[src/rtl/blake2_host_drv.sv]
// Host-side framer for the Blake2 accelerator pin protocol: sends config
// header and message bytes through a one-deep pin stage, then collects the hash.
module blake2_host_drv #(
    parameter int unsigned HASH_BYTES     = 32,
    parameter int unsigned TIMEOUT_CYCLES = 4096
) (
    input  logic        clk,
    input  logic        reset,
    input  logic        start_i,
    input  logic [15:0] msg_len_i,
    input  logic        msg_valid_i,
    input  logic [7:0]  msg_data_i,
    output logic        msg_ready_o,
    output logic        hash_valid_o,
    output logic [7:0]  hash_data_o,
    output logic        done_o,
    output logic        busy_o,
    output logic        timeout_o,
    output logic [7:0]  ui_in_o,
    output logic [2:0]  uio_in_o,
    input  logic [7:0]  uio_out_i,
    input  logic [7:0]  uo_out_i
);

    localparam int TW = $clog2(TIMEOUT_CYCLES + 1);
    localparam logic [TW-1:0] TO_LAST = TW'(TIMEOUT_CYCLES - 1);
    localparam logic [TW-1:0] TO_ONE  = TW'(1);
    localparam logic [6:0]    HB_CNT  = 7'(HASH_BYTES);
    localparam logic [7:0]    HB_BYTE = 8'(HASH_BYTES);

    localparam logic [1:0] CMD_CFG  = 2'b00;
    localparam logic [1:0] CMD_DATA = 2'b01;
    localparam logic [1:0] CMD_LAST = 2'b10;

    typedef enum logic [2:0] {
        S_IDLE,
        S_CFG,
        S_DATA,
        S_WAIT,
        S_RX
    } state_e;

    state_e        state_q, state_d;
    logic [15:0]   len_q, len_d;
    logic [1:0]    cfg_idx_q, cfg_idx_d;
    logic [15:0]   byte_cnt_q, byte_cnt_d;
    logic [6:0]    hash_cnt_q, hash_cnt_d;
    logic [TW-1:0] to_cnt_q, to_cnt_d;
    logic          pin_vld_q, pin_vld_d;
    logic [7:0]    pin_data_q, pin_data_d;
    logic [1:0]    pin_cmd_q, pin_cmd_d;
    logic          hash_valid_q, hash_valid_d;
    logic [7:0]    hash_data_q, hash_data_d;
    logic          done_q, done_d;
    logic          timeout_q, timeout_d;

    logic acc_ready;
    logic acc_hv;
    logic xfer;
    logic slot_free;
    logic msg_take;

    assign acc_ready = uio_out_i[7];
    assign acc_hv    = uio_out_i[3];
    assign xfer      = pin_vld_q && acc_ready;
    // The pin register can take a new byte when empty or emptying this cycle.
    assign slot_free = !pin_vld_q || xfer;

    assign msg_ready_o = (state_q == S_DATA) && slot_free
                         && (byte_cnt_q < len_q);
    assign msg_take    = msg_ready_o && msg_valid_i;

    always_comb begin
        state_d      = state_q;
        len_d        = len_q;
        cfg_idx_d    = cfg_idx_q;
        byte_cnt_d   = byte_cnt_q;
        hash_cnt_d   = hash_cnt_q;
        to_cnt_d     = to_cnt_q;
        pin_vld_d    = pin_vld_q;
        pin_data_d   = pin_data_q;
        pin_cmd_d    = pin_cmd_q;
        hash_valid_d = 1'b0;
        hash_data_d  = hash_data_q;
        done_d       = 1'b0;
        timeout_d    = timeout_q;

        if (xfer) begin
            pin_vld_d  = 1'b0;
            pin_data_d = 8'd0;
            pin_cmd_d  = CMD_CFG;
        end

        unique case (state_q)
            S_IDLE: begin
                if (start_i) begin
                    len_d      = msg_len_i;
                    timeout_d  = 1'b0;
                    byte_cnt_d = 16'd0;
                    hash_cnt_d = 7'd0;
                    cfg_idx_d  = 2'd1;
                    pin_vld_d  = 1'b1;
                    pin_data_d = HB_BYTE;
                    pin_cmd_d  = CMD_CFG;
                    state_d    = S_CFG;
                end
            end

            S_CFG: begin
                if (cfg_idx_q != 2'd3) begin
                    if (slot_free) begin
                        pin_vld_d  = 1'b1;
                        pin_data_d = (cfg_idx_q == 2'd1) ? len_q[7:0]
                                                         : len_q[15:8];
                        pin_cmd_d  = CMD_CFG;
                        cfg_idx_d  = cfg_idx_q + 2'd1;
                        // Enter DATA early so message bytes follow back-to-back.
                        if (cfg_idx_q == 2'd2 && len_q != 16'd0) begin
                            state_d = S_DATA;
                        end
                    end
                end else if (xfer) begin
                    to_cnt_d = '0;
                    state_d  = S_WAIT;
                end
            end

            S_DATA: begin
                if (msg_take) begin
                    pin_vld_d  = 1'b1;
                    pin_data_d = msg_data_i;
                    pin_cmd_d  = (byte_cnt_q == len_q - 16'd1) ? CMD_LAST
                                                               : CMD_DATA;
                    byte_cnt_d = byte_cnt_q + 16'd1;
                end
                if (xfer && pin_cmd_q == CMD_LAST) begin
                    to_cnt_d = '0;
                    state_d  = S_WAIT;
                end
            end

            S_WAIT: begin
                if (acc_hv) begin
                    hash_valid_d = 1'b1;
                    hash_data_d  = uo_out_i;
                    hash_cnt_d   = 7'd1;
                    if (HB_CNT == 7'd1) begin
                        done_d  = 1'b1;
                        state_d = S_IDLE;
                    end else begin
                        state_d = S_RX;
                    end
                end else if (to_cnt_q == TO_LAST) begin
                    timeout_d = 1'b1;
                    state_d   = S_IDLE;
                end else begin
                    to_cnt_d = to_cnt_q + TO_ONE;
                end
            end

            S_RX: begin
                if (acc_hv) begin
                    hash_valid_d = 1'b1;
                    hash_data_d  = uo_out_i;
                    hash_cnt_d   = hash_cnt_q + 7'd1;
                    if (hash_cnt_q + 7'd1 == HB_CNT) begin
                        done_d  = 1'b1;
                        state_d = S_IDLE;
                    end
                end
            end

            default: begin
                state_d = S_IDLE;
            end
        endcase
    end

    always_ff @(posedge clk) begin
        if (reset) begin
            state_q      <= S_IDLE;
            len_q        <= 16'd0;
            cfg_idx_q    <= 2'd0;
            byte_cnt_q   <= 16'd0;
            hash_cnt_q   <= 7'd0;
            to_cnt_q     <= '0;
            pin_vld_q    <= 1'b0;
            pin_data_q   <= 8'd0;
            pin_cmd_q    <= CMD_CFG;
            hash_valid_q <= 1'b0;
            hash_data_q  <= 8'd0;
            done_q       <= 1'b0;
            timeout_q    <= 1'b0;
        end else begin
            state_q      <= state_d;
            len_q        <= len_d;
            cfg_idx_q    <= cfg_idx_d;
            byte_cnt_q   <= byte_cnt_d;
            hash_cnt_q   <= hash_cnt_d;
            to_cnt_q     <= to_cnt_d;
            pin_vld_q    <= pin_vld_d;
            pin_data_q   <= pin_data_d;
            pin_cmd_q    <= pin_cmd_d;
            hash_valid_q <= hash_valid_d;
            hash_data_q  <= hash_data_d;
            done_q       <= done_d;
            timeout_q    <= timeout_d;
        end
    end

    assign busy_o       = (state_q != S_IDLE);
    assign hash_valid_o = hash_valid_q;
    assign hash_data_o  = hash_data_q;
    assign done_o       = done_q;
    assign timeout_o    = timeout_q;
    assign ui_in_o      = pin_data_q;
    assign uio_in_o     = {pin_cmd_q, pin_vld_q};

endmodule

[config.mk]
export PLATFORM = sky130hd
export DESIGN_NAME = blake2_host_drv
export DESIGN_NICKNAME = d
export VERILOG_FILES = /design/src/rtl/blake2_host_drv.sv
export SDC_FILE = /design/constraint.sdc
export NUM_CORES = 1
export LEC_CHECK = 0
export CAP_MARGIN = 20
export CORE_MARGIN = 2
export CORE_UTILIZATION = 39
export DETAILED_ROUTE_END_ITERATION = 6
export DONT_BUFFER_PORTS = 1
export MAX_ROUTING_LAYER = met4
export PLACE_DENSITY = 0.57
export SLEW_MARGIN = 0
export SYNTH_ARGS = -nofsm -noshare
export SYNTH_HDL_FRONTEND = slang
export SYNTH_SLANG_ARGS = --single-unit
[constraint.sdc]
create_clock -name clk -period 6.6 [get_ports clk]
set_input_delay 1.32 -clock clk [delete_from_list [all_inputs] [get_ports clk]]
set_output_delay 1.32 -clock clk [all_outputs]
set_load 0.02 [all_outputs]
==> results.py <==
metrics = {
    "run_status": {
        "status": "finished, final reports clean",
    },
    "power_and_ir_drop": {
        "p_leak_uw": 0.00187,
        "powerDensity_mw_per_mm2": 312,
        "irDropWorstVdd_mv": 0.133,
    },
    "grt": {
        "grt_pass1_vias": 4120,
        "track_usage_pct": 21.0,
        "met1_usage_pct": 26.7,
        "grt_util_met2_pct": 32.7,
        "grt_max_degree": 45,
        "overflow": 0,
        "grt_use_met3_pct": 5.82,
        "grt_pass1_wl_um": 21000,
        "antenna_found_initial": 0,
        "global_route.peak_usage_layer": "met2",
    },
    "routing": {
        "antenna_left": 0,
        "routed_wirelength_um": 12900,
        "drt_iter0_drc": 260,
        "vias": 4319,
        "wl_per_cell_um": 17.4,
        "via_per_inst": 5.84,
        "drc": 0,
        "firstDrtPassIters": 5,
    },
    "cells_and_area": {
        "layout.cells.non_filler": 740,
        "nNetsFinal": 658,
        "drive_gt1_share_pct": 4.38,
        "finish.instance_area_mm2": 0.00508,
        "antenna_cells": 0,
        "syn2layout_area_growth_pct": 6.45,
    },
    "floorplan": {
        "coreArea_mm2": 0.0120,
        "fp-row-count": 40,
        "design.die.area_mm2": 0.0131,
        "die_x_um": 115,
        "die_h_um": 115,
        "ios": 68,
        "start_util_pct": 39.9,
    },
    "setup_path": {
        "start_kind": "register",
        "rr_endpoint": "byte_cnt_q[12]",
        "worst_setup_path_end_kind": "output port",
        "critPathArrivalTime_ns": 2.75,
        "path_class": "reg -> out",
        "regToRegSetupSlack_ns": 3.62,
        "path_max_fanout": 9,
        "required_ns": 5.28,
        "timing.rr.start": "state_q[1]",
        "ff2ff_path_depth": 6,
    },
    "placement": {
        "place_area_mm2": 0.00483,
        "hpwl_um": 9360,
        "io_buffers": 0,
        "place.gp.congestion": 0.870,
        "dpl.cell_count": 727,
    },
    "timing": {
        "max-slew-margin-rel_pct": 25.4,
        "fmax_mhz": 245,
        "tightestPinTransition_ns": 1.12,
        "finalCritPeriodShare_pct": 61.7,
        "slew_violations": 0,
        "fin_worst_skew_ns": 0.00592,
        "setup_viol": 0,
        "hold_violations": 0,
        "min_period_ns": 4.07,
        "fin_tns_setup_ns": 0,
        "rsz0062_at_grt": "no",
    },
    "clock_tree": {
        "clock-sinks": 79,
        "cts_tree": "done",
        "postCtsHoldBufs": 0,
        "post-cts-setup-buffers": 0,
        "clk_pin_slew_worst_paths_ns": 0.06,
        "cts_buffers": 9,
        "cts_root_buf": "clkbuf_16",
        "cts.htree.levels": 3,
        "clk_latency_ns": 0.34,
        "clk_path_buf_depth": 2,
        "cts.repair.resized": 0,
    },
    "synthesis": {
        "syn_area_per_cell_um2": 7.78,
        "yosys_warnings": 0,
        "synth_nets": 681,
        "synth_cells": 614,
        "synth_ff_type": "dfxtp_1",
        "yosysSeqAreaShare_pct": 33.1,
        "synth_edf_count": 0,
        "ys_types": 63,
        "syn_area_mm2": 0.00477,
        "synth-seq-cells": 79,
        "synthArstFlopShare_pct": 0,
    },
    "hold_path": {
        "hold_start": "to_cnt_q[12]",
        "hold_path_class": "reg -> reg",
        "holdPathStages": 2,
        "hold_end": "to_cnt_q[12]",
    },
    "flow_run": {
        "cap_violations": 0,
    },
}
[routing by layer]
layer | wire length, um | vias up
met5 | 0 | -
met4 | 131 | 0
met2 | 6000 | 106
met1 | 5920 | 2077
met3 | 853 | 6
li1 | - | 2130
[cell usage in the layout (no fill, tap or decap), types with 4 or more instances in the layout]
cell type	count
dfxtp_1	79
xnor2_1	30
mux2i_1	13
nand3_1	20
nor2b_1	4
ha_1	23
nor4_1	11
or4_1	6
o31ai_1	8
o211ai_1	6
inv_1	31
o21ai_0	31
a32oi_1	7
nor3_1	20
a21oi_1	56
nand4_1	11
xor2_1	15
clkbuf_16	9
nor2_1	56
nand2_1	77
and3_1	14
nand2b_1	8
[per-stage QoR]
stage                     setup slack, ns  hold WS (ns)  power (uW)  util [%]
after floorplan                      3.12         0.411        1030         -
after global placement               2.91         0.422        1130      40.4
after detailed placement             2.94         0.423        1140      40.4
after CTS                            2.58         0.432        1590      42.5
after global routing                 2.39         0.467        1680      42.5
final                                2.53         0.433        1590      42.5
[synthesized netlist by cell type, drive strengths merged, types with 4 or more instances]
library cell,number,area (um2)
nand3,20,100
a21oi,57,289
nor2,56,210
nand4,11,68.8
xor2,15,131
buf,7,42.5
xnor2,30,263
o211ai,6,45.0
nand2b,8,50.1
nor3,20,100
mux2i,13,130
and3,14,87.6
nor2b,4,25.0
o31ai,8,60.1
nor4,12,81.3
a32oi,7,61.3
dfxtp,79,1580
or4,6,45.0
nand2,77,289
inv,31,116
clkbuf,29,109
ha,23,288
o21ai,32,160
[cell families (layout without fill, tap and decap cells)]
kind of cell             after synthesis  after routing  synth area share [%]
flip-flops                            79             79                  33.1
adder cells (fa/ha/maj)               23             23                  6.03
AND/OR/NAND/NOR                      244            244                  24.9
XOR/XNOR                              45             45                  8.25
multiplexers                          14             14                  2.96
AO/OA/AOI/OAI                        141            141                  19.1
buffers and inverters                 68             47                  5.69
[flip-flops by register name, summed over array words and instances (netlist names), 2 cells and up]
signal,flops
byte_cnt_q,16
cfg_idx_q,2
pin_cmd_q,2
to_cnt_q,13
hash_data_o,8
hash_cnt_q,7
state_q,3
len_q,16
ui_in_o,8
[worst max path at each step]
stage,slack [ns],endpoint,startpoint,cells after the start
6_report,2.53,msg_ready_o,len_q[5],6
5_1_grt,2.39,msg_ready_o,len_q[5],6
4_1_cts,2.58,msg_ready_o,len_q[5],6
3_5_place_dp,2.94,msg_ready_o,uio_out_i[7],4
3_3_place_gp,2.91,msg_ready_o,len_q[5],6
2_1_floorplan,3.12,msg_ready_o,uio_out_i[7],4
[critical path: stages (launching register included)]
cell and delay [ns]:
dfxtp_1 0.53, inv_1 0.09, ha_1 0.29, o21ai_0 0.07, a2111oi_0 0.65, o311a_1 0.55
nor2_1 0.22
[power by group]
group | leakage (uW) | internal (uW) | switching [uW]
sequential | 0.000640 | 518 | 92.1
clock | 0.000127 | 257 | 193
combinational | 0.00110 | 196 | 328
total | 0.00187 | 972 | 614
[final cells by class]
cell class                 count  area [um2]
fill                        1225        6880
multi-input combinational    467        2930
sequential                    79        1580
clock buffer                  11         243
tap                          147         184
inverter                      32         120
timing repair buffer           2        15.0
clock inverter                 2        10.0
No activity file was read; power rests on OpenSTA's default activity.
==> RTL edit: new RTL, config.mk and constraints unchanged <==
Re-encode `state_e` (5 states) as one-hot, 5 bits wide.
--- a/src/rtl/blake2_host_drv.sv
+++ b/src/rtl/blake2_host_drv.sv
@@ -32,12 +32,12 @@
     localparam logic [1:0] CMD_DATA = 2'b01;
     localparam logic [1:0] CMD_LAST = 2'b10;
 
-    typedef enum logic [2:0] {
-        S_IDLE,
-        S_CFG,
-        S_DATA,
-        S_WAIT,
-        S_RX
+    typedef enum logic [4:0] {
+        S_IDLE = 5'b00001,
+        S_CFG  = 5'b00010,
+        S_DATA = 5'b00100,
+        S_WAIT = 5'b01000,
+        S_RX   = 5'b10000
     } state_e;
 
     state_e        state_q, state_d;
Formal check against the unedited RTL: no difference found for any inputs over 4 cycles, from zero or initial values and one cycle with reset high; so few cycles prove little.
==> RTL edit against the original RTL <==
Worst hold slack gained 45 ps; cell count shrank 1.1%; total power down 9.9%; setup slack improved by 230 ps; synthesized cell count is 3.4% lower; wire length decreased by 6.1%; synthesized area shrank 0.58%; die area decreased by 0.56%; first-iteration DRC count fell by 13%; sequential cell count increased by 2; sequential power fell by 7.7%; design area is 1.4% higher; via count is 4.9% lower.
==> RTL edit: results (changes against the original RTL) <==
\begin{tabular}{lr}
\hline
Metric & Value \\
\hline
\multicolumn{2}{l}{\textbf{Global route}} \\
\quad All-layer global routing usage & 20.3\% (was 21.0\%) \\
\quad Pin count of the biggest net entering global routing & 59 (was 45) \\
\quad First-pass GRT wire length & 20.1 mm (was 21.0 mm) \\
\quad Number of global-route vias before repair & 4,032 (was 4,120) \\
\multicolumn{2}{l}{\textbf{Setup path}} \\
\quad Cell with the largest stage delay on the worst path & sky130\_fd\_sc\_hd\_\_nor3\_1 (was sky130\_fd\_sc\_hd\_\_a2111oi\_0) \\
\quad Slowest Stage Delay on Critical Path & 560 ps (was 650 ps) \\
\quad CP arrival & 2530 ps (was 2750 ps) \\
\quad Launching point of the worst reg2reg path & len\_q[14] (was state\_q[1]) \\
\quad Startpoint of the worst setup timing path & uio\_out\_i[7] (was len\_q[5]) \\
\quad Kind of cell adding the most delay to the critical path & simple AND/OR/NAND/NOR gates (was compound AO/OA/AOI/OAI gates) \\
\multicolumn{2}{l}{\textbf{Synthesis}} \\
\quad Number of distinct standard cells referenced by the synthesized netlist & 64 (was 63) \\
\quad Main area contributors after synthesis & sky130\_fd\_sc\_hd\_\_dfxtp\_1 34\%, sky130\_fd\_sc\_hd\_\_ha\_1 6.1\%, sky130\_fd\_sc\_hd\_\_nor2\_1 5.5\% (was sky130\_fd\_sc\_hd\_\_dfxtp\_1 33\%, sky130\_fd\_sc\_hd\_\_nand2\_1 6.1\%, sky130\_fd\_sc\_hd\_\_ha\_1 6.0\%) \\
\quad Sequential area share after synthesis & 34.2\% (was 33.1\%) \\
\quad Gate count of the mapped netlist & 593 (was 614) \\
\quad Synth Net Count & 660 (was 681) \\
\multicolumn{2}{l}{\textbf{Detailed routing}} \\
\quad Initial detailed-routing violation count & 226 (was 260) \\
\quad Final routed wire length divided by cell count & 16.6 um (was 17.4 um) \\
\multicolumn{2}{l}{\textbf{Layout}} \\
\quad Total area of multi-input combinational cells & 0.00289 mm2 (was 0.00293 mm2) \\
\quad Number of standard cells in the final layout excluding fillers & 732 (was 740) \\
\quad Share of layout cells above drive strength 1 & 6.67\% (was 4.38\%) \\
\quad Number of nets in the final layout & 647 (was 658) \\
\multicolumn{2}{l}{\textbf{Place}} \\
\quad Placer congestion estimate & 0.892 (was 0.870) \\
\quad Instance count after placement with tap cells included & 715 (was 727) \\
\quad Post-place setup slack & 2700 ps (was 2940 ps) \\
\multicolumn{2}{l}{\textbf{Pwr}} \\
\quad Max VDD drop & 0.147 mV (was 0.133 mV) \\
\multicolumn{2}{l}{\textbf{Status}} \\
\quad Result of the run & finished, final reports clean (unchanged) \\
\multicolumn{2}{l}{\textbf{Timing}} \\
\quad Final Skew & 9.60 ps (was 5.92 ps) \\
\hline
\end{tabular}
## RTL edit: cell types whose count changed in the layout (fill, tap and decap cells not counted), sizes merged, moves of 7 or more
| cell | before | now |
|---|---|---|
| nand3 | 20 | 27 |
| a21oi | 57 | 39 |
| a32oi | 7 | 0 |
| nand2 | 77 | 64 |
| nor2 | 56 | 71 |
| mux2 | 1 | 8 |
## RTL edit: area by class of cell
| cell class | count | area share [%] |
|---|---|---|
| Clock buffer | 10 | 4.64 |
| Inverter | 27 | 1.97 |
| Sequential cell | 81 | 31.5 |
| Multi-Input combinational cell | 456 | 56.2 |
| Tap cell | 147 | 3.57 |
| Clock inverter | 6 | 1.46 |
| Timing Repair Buffer | 5 | 0.729 |
## RTL edit: per-layer routing
layer	up-vias	wire (um)	global-route usage (%)
met1	1919	5360	24.1
met4	0	239	6.99
li1	2079	-	-
met5	-	0	-
met2	95	5760	32.5
met3	15	765	6.41
## RTL edit: path summary, 6_finish.rpt
check | to | slack, ps | cells after the start
hold / removal | to_cnt_q[12] | 480 | 1
hold reg to reg | to_cnt_q[12] | 480 | 1
setup reg to reg | ui_in_o[6] | 3440 | 10
setup / recovery | msg_ready_o | 2750 | 4
## RTL edit: cell families (layout without fill, tap and decap cells)
family	Yosys count	after routing	synth area share, %
adder cells (fa/ha/maj)	23	23	6.06
XOR/XNOR	39	39	7.20
multiplexers	21	21	4.64
AND/OR/NAND/NOR	259	259	27.6
buffers and inverters	56	48	4.90
AO/OA/AOI/OAI	114	114	15.4
flip-flops	81	81	34.2
## RTL edit: power by group
part / internal [uW] / total (uW) / switching (uW) / leakage [uW]
clock: 309 / 528 / 220 / 0.000151
combinational: 130 / 336 / 206 / 0.00109
sequential: 514 / 564 / 49.9 / 0.000656
total: 953 / 1430 / 476 / 0.00189
